[src/rtl/drv_pkg.sv]
// Shared types for the three-phase gate-drive stage: phase selection codes,
// per-leg FSM states and the target decode used by every leg.
package drv_pkg;

  typedef enum logic [1:0] {
    SEL_OFF   = 2'b00,
    SEL_FWD   = 2'b01,
    SEL_REV   = 2'b10,
    SEL_BRAKE = 2'b11
  } phase_sel_t;

  typedef enum logic [1:0] {
    OFF   = 2'b00,
    DEAD  = 2'b01,
    HI_ON = 2'b10,
    LO_ON = 2'b11
  } leg_state_t;

  typedef enum logic [1:0] {
    TGT_NONE = 2'b00,
    TGT_HI   = 2'b01,
    TGT_LO   = 2'b10
  } leg_target_t;

  localparam int DEAD_CYC_DEF = 32;

  // Brake only ever closes the low switch; the PWM off-time lets the leg float.
  function automatic leg_target_t legTarget(input logic en, input phase_sel_t sel,
                                            input logic pwmSig);
    leg_target_t t;
    t = TGT_NONE;
    if (en) begin
      case (sel)
        SEL_FWD:   t = pwmSig ? TGT_HI : TGT_LO;
        SEL_REV:   t = pwmSig ? TGT_LO : TGT_HI;
        SEL_BRAKE: t = pwmSig ? TGT_LO : TGT_NONE;
        default:   t = TGT_NONE;
      endcase
    end
    return t;
  endfunction

endpackage

[src/rtl/nonoverlap_leg.sv]
// One half-bridge leg: target decode, dead-time FSM and registered gate enables.
// Both switches are guaranteed off for DEAD_CYC clocks after either turns off.
module nonoverlap_leg
  import drv_pkg::*;
#(
  parameter int DEAD_CYC = DEAD_CYC_DEF
) (
  input  logic       clk,
  input  logic       rst_n,
  input  logic       en_i,
  input  logic       pwmSig_i,
  input  logic [1:0] sel_i,
  output logic       high_o,
  output logic       low_o
);

  localparam int CW = $clog2(DEAD_CYC + 1);
  localparam logic [CW-1:0] DCNT_LAST = CW'(DEAD_CYC - 1);
  localparam logic [CW-1:0] DCNT_MAX  = CW'(DEAD_CYC);

  leg_target_t   target;
  leg_state_t    state_q, state_d;
  logic [CW-1:0] dcnt_q, dcnt_d;
  logic          high_q, low_q;

  assign target = legTarget(en_i, phase_sel_t'(sel_i), pwmSig_i);

  // The dead counter is only cleared on a turn-off, so retargeting while in
  // DEAD keeps counting from the last switch opening.
  always_comb begin
    state_d = state_q;
    dcnt_d  = dcnt_q;
    case (state_q)
      OFF: begin
        if (target != TGT_NONE) begin
          state_d = DEAD;
          dcnt_d  = '0;
        end
      end
      HI_ON: begin
        if (target != TGT_HI) begin
          state_d = DEAD;
          dcnt_d  = '0;
        end
      end
      LO_ON: begin
        if (target != TGT_LO) begin
          state_d = DEAD;
          dcnt_d  = '0;
        end
      end
      DEAD: begin
        if (target == TGT_NONE) begin
          state_d = OFF;
        end else if (dcnt_q == DCNT_LAST) begin
          state_d = (target == TGT_HI) ? HI_ON : LO_ON;
        end else if (dcnt_q != DCNT_MAX) begin
          dcnt_d = dcnt_q + CW'(1);
        end
      end
      default: state_d = OFF;
    endcase
  end

  // Gate enables are flopped from the next state so they leave straight from
  // a register and switch on the same edge as the FSM.
  always_ff @(posedge clk or negedge rst_n) begin
    if (!rst_n) begin
      state_q <= OFF;
      dcnt_q  <= '0;
      high_q  <= 1'b0;
      low_q   <= 1'b0;
    end else begin
      state_q <= state_d;
      dcnt_q  <= dcnt_d;
      high_q  <= (state_d == HI_ON);
      low_q   <= (state_d == LO_ON);
    end
  end

  assign high_o = high_q;
  assign low_o  = low_q;

endmodule

[src/rtl/mtr_gate_drv.sv]
// Three-phase gate-drive stage: latches the commutation selection once per PWM
// period and feeds it to three independent non-overlap legs.
module mtr_gate_drv
  import drv_pkg::*;
#(
  parameter int DEAD_CYC = DEAD_CYC_DEF
) (
  input  logic       clk,
  input  logic       rst_n,
  input  logic       PWM_sig,
  input  logic       PWM_synch,
  input  logic       en,
  input  logic [1:0] selU,
  input  logic [1:0] selV,
  input  logic [1:0] selW,
  output logic       highU,
  output logic       lowU,
  output logic       highV,
  output logic       lowV,
  output logic       highW,
  output logic       lowW
);

  phase_sel_t selU_q, selV_q, selW_q;

  // Selection only changes at a period boundary so commutation never splits a pulse.
  always_ff @(posedge clk or negedge rst_n) begin
    if (!rst_n) begin
      selU_q <= SEL_OFF;
      selV_q <= SEL_OFF;
      selW_q <= SEL_OFF;
    end else if (PWM_synch) begin
      selU_q <= phase_sel_t'(selU);
      selV_q <= phase_sel_t'(selV);
      selW_q <= phase_sel_t'(selW);
    end
  end

  nonoverlap_leg #(.DEAD_CYC(DEAD_CYC)) uLegU (
    .clk     (clk),
    .rst_n   (rst_n),
    .en_i    (en),
    .pwmSig_i(PWM_sig),
    .sel_i   (selU_q),
    .high_o  (highU),
    .low_o   (lowU)
  );

  nonoverlap_leg #(.DEAD_CYC(DEAD_CYC)) uLegV (
    .clk     (clk),
    .rst_n   (rst_n),
    .en_i    (en),
    .pwmSig_i(PWM_sig),
    .sel_i   (selV_q),
    .high_o  (highV),
    .low_o   (lowV)
  );

  nonoverlap_leg #(.DEAD_CYC(DEAD_CYC)) uLegW (
    .clk     (clk),
    .rst_n   (rst_n),
    .en_i    (en),
    .pwmSig_i(PWM_sig),
    .sel_i   (selW_q),
    .high_o  (highW),
    .low_o   (lowW)
  );

endmodule

[config.mk]
export PLATFORM = sky130hd
export DESIGN_NAME = mtr_gate_drv
export DESIGN_NICKNAME = d
export VERILOG_FILES = /design/src/rtl/drv_pkg.sv /design/src/rtl/nonoverlap_leg.sv /design/src/rtl/mtr_gate_drv.sv
export SDC_FILE = /design/constraint.sdc
export NUM_CORES = 1
export LEC_CHECK = 0
export CORE_ASPECT_RATIO = 0.9
export CORE_MARGIN = 10
export CORE_UTILIZATION = 40
export CTS_BUF_LIST = sky130_fd_sc_hd__clkbuf_2 sky130_fd_sc_hd__clkbuf_4 sky130_fd_sc_hd__clkbuf_8
export DETAILED_ROUTE_END_ITERATION = 12
export PLACE_DENSITY = 0.62
export REMOVE_ABC_BUFFERS = 1
export SYNTH_ARGS = -nofsm -noshare
export SYNTH_HDL_FRONTEND = slang
export SYNTH_SLANG_ARGS = --single-unit
[constraint.sdc]
create_clock -name clk -period 2.3 [get_ports clk]
set_clock_uncertainty 0.15 [all_clocks]
set_input_delay 0.46 -clock clk [delete_from_list [all_inputs] [get_ports clk]]
set_output_delay 0.46 -clock clk [all_outputs]
set_load 0.02 [all_outputs]
==> flow_summary.json <==
{
  "fmax_ghz": 0.449,
  "dp_slack_ns": -0.305,
  "critPathRequiredTime_ns": 2.35,
  "drc": 0,
  "setup_viol": 0,
  "syn_area_um2": 2380,
  "gp_congestion": 0.835,
  "yosysUniqueCellTypes": 54,
  "layout.nets": 309,
  "via_count": 2013,
  "synth_seq_cells": 36,
  "grt_pass1_vias": 1880,
  "cts_sinks": 36,
  "max_stage_delay_ns": 0.46,
  "synth-edff-count": 0,
  "area_growth_syn_to_layout_pct": 20.7,
  "ys_seq_area_share_pct": 37.9,
  "cts.clk_slew.worst_paths_ns": 0.07,
  "cts_hold_buf": 0,
  "synthTopCellsByCount": "dfrtp_1 (36), nand2_1 (20), o21ai_0 (17)",
  "fillerInstances": 561,
  "leakagePower_uw": 0.00126,
  "grt_usage_pct": 11.2,
  "vias_per_cell": 5.55,
  "path_cells": "clkdlybuf4s50_1, buf_4, o211ai_1, or3_1, or2_2, o31ai_1",
  "dieArea_um2": 9440,
  "cts_resized": 0,
  "final_core_util_pct": 50.1,
  "totalWireLength_um": 5020,
  "synth_top_flop_cell": "dfrtp_1",
  "ir_drop_uv": 279,
  "synth_top_cell_by_area": "dfrtp_1",
  "port_buffers": 16,
  "cts_max_level": 2,
  "drive_gt1_share_pct": 19.5,
  "drv_slew": 0,
  "postCtsSetupBuffers": 0,
  "drtAntennaViolNets": 0,
  "dieWidth_um": 101,
  "worstSetupStartpointType": "input pin",
  "syn_inst": 258,
  "maxCapViolCount": 0,
  "path_class": "input pin to register",
  "yosysTopAreaCellShare_pct": 37.9,
  "antenna_found_initial": 0,
  "path_max_fanout": 10,
  "hp-class": "input pin to async pin",
  "synthTopCellsByArea": "dfrtp_1 (38%), o21ai_0 (3.6%), mux2_2 (3.3%)",
  "slowest_stage": "clkdlybuf4s50_1",
  "status": "finished clean",
  "reg2reg_depth": 5,
  "relSlewSlack_pct": 47.1,
  "arrival_ns": 2.28,
  "async_flop_share_pct": 100,
  "diodes": 0,
  "core_area_um2": 5730,
  "grt.overflow.total": 0,
  "clk_latency_ns": 0.29,
  "numCtsBuffers": 5,
  "min_period_ns": 2.23,
  "clockBufferDepth": 2,
  "yosys_warnings": 0,
  "root_buffer": "clkbuf_8",
  "power.density_nw_per_um2": 557,
  "period_share_pct": 96.8,
  "first_pass_iters": 4,
  "critical_path.endpoint_type": "register",
  "r2r-end": "uLegW.dcnt_q[4]$_DFFE_PN0P_",
  "first_iter_violations": 126,
  "io_pins": 17,
  "grt_pass1_wl_um": 8830,
  "worst_pin_slew_ns": 0.794,
  "rsz0062_at_grt": "no",
  "yosysMostFrequentCell": "dfrtp_1",
  "row_count": 26,
  "wire_per_inst_um": 13.8,
  "grt_start_max_net_pins": 37,
  "syn_avg_cell_area_um2": 9.22,
  "die_y_um": 93.2,
  "cts_tree": "yes",
  "hold_viol_final": 0,
  "initial_core_util_pct": 41.5,
  "rrSetupSlack_ns": 0.16,
  "fin_ws_ns": 0.0728,
  "r2r_start": "selW_q[1]$_DFFE_PN0P_",
  "place_hpwl_um": 3600
}
## logic make-up (layout without fill, tap and decap cells)
| group | after synthesis | after routing | synth area share, % |
|---|---|---|---|
| compound gates | 66 | 66 | 20.1 |
| mux | 13 | 13 | 5.84 |
| buf+inv | 28 | 63 | 5.79 |
| flops | 36 | 36 | 37.9 |
| fa+ha+maj | 6 | 6 | 3.16 |
| simple gates | 109 | 109 | 27.2 |
## worst max path at each step
stage                                           start                     endpoint  slack, ns  cells past startpoint
after floorplan           uLegV.dcnt_q[0]$_DFFE_PN0P_  uLegV.dcnt_q[3]$_DFFE_PN0P_       0.31                      6
after global placement                        PWM_sig  uLegW.dcnt_q[4]$_DFFE_PN0P_      -0.26                      6
after detailed placement                      PWM_sig  uLegW.dcnt_q[4]$_DFFE_PN0P_      -0.30                      6
after CTS                                     PWM_sig  uLegW.dcnt_q[4]$_DFFE_PN0P_      0.006                      6
after global routing                               en  uLegV.dcnt_q[3]$_DFFE_PN0P_       0.02                      6
final                                              en  uLegV.dcnt_q[3]$_DFFE_PN0P_       0.07                      6
## worst max-delay path, delay by kind of cell
family / cells / cell delay (ns)
AOI/OAI and AO/OA: 2 / 0.36
buffers and inverters: 2 / 0.63
and+or+nand+nor: 2 / 0.81
## flip-flops by register name, summed over array words and instances (netlist names), 2 cells and up
register / count
uLegU.dcnt_q: 6
selW_q: 2
uLegV.state_q: 2
selV_q: 2
uLegU.state_q: 2
uLegW.dcnt_q: 6
uLegW.state_q: 2
selU_q: 2
uLegV.dcnt_q: 6
## per-stage QoR
step | setup TNS, ns | hold WS [ns] | std cells | power (uW) | area, um^2
final | 0 | 0.103 | 363 | 1600 | 2870
after global routing | 0 | 0.165 | 363 | 1710 | 2870
after CTS | 0 | 0.127 | 363 | 1610 | 2820
after detailed placement | -4.58 | 0.375 | 355 | 1130 | 2730
after global placement | -3.89 | 0.371 | 355 | 1120 | 2730
after floorplan | 0 | 0.0144 | 242 | 973 | 2290
## final cells by class
cell class	count	area (um^2)	area share (%)
clock buffer	6	82.6	2.88
timing repair buffer	43	360	12.6
inverter	12	45.0	1.57
sequential	36	901	31.4
clock inverter	2	10.0	0.349
multi-input combinational	194	1380	48.2
tap	70	87.6	3.05
## routing by layer
metal	up-vias	GRT usage, %	part of all wire (%)
met5	-	0	0
met4	0	4.18	1.2
met3	4	3.09	4.1
met2	30	17.0	44
met1	955	14.8	50
li1	1024	-	-
## report_power, final
| group | internal (uW) | switching (uW) | total, uW |
|---|---|---|---|
| clock | 239 | 222 | 461 |
| sequential | 682 | 77.7 | 760 |
| combinational | 191 | 186 | 377 |
| total | 1110 | 486 | 1600 |
## layout by cell type, fill, tap and decap left out, types with 7 or more instances in the layout
cell,count
dfrtp_1,36
buf_4,27
nand2_1,20
o21ai_0,15
nand3_1,14
clkdlybuf4s50_1,14
inv_1,12
a21oi_1,11
nor3b_1,10
nor2b_1,9
nor2_1,8
nand2b_1,8
o211ai_1,7
mux2_2,7
Power figures use the tool's default switching activity.
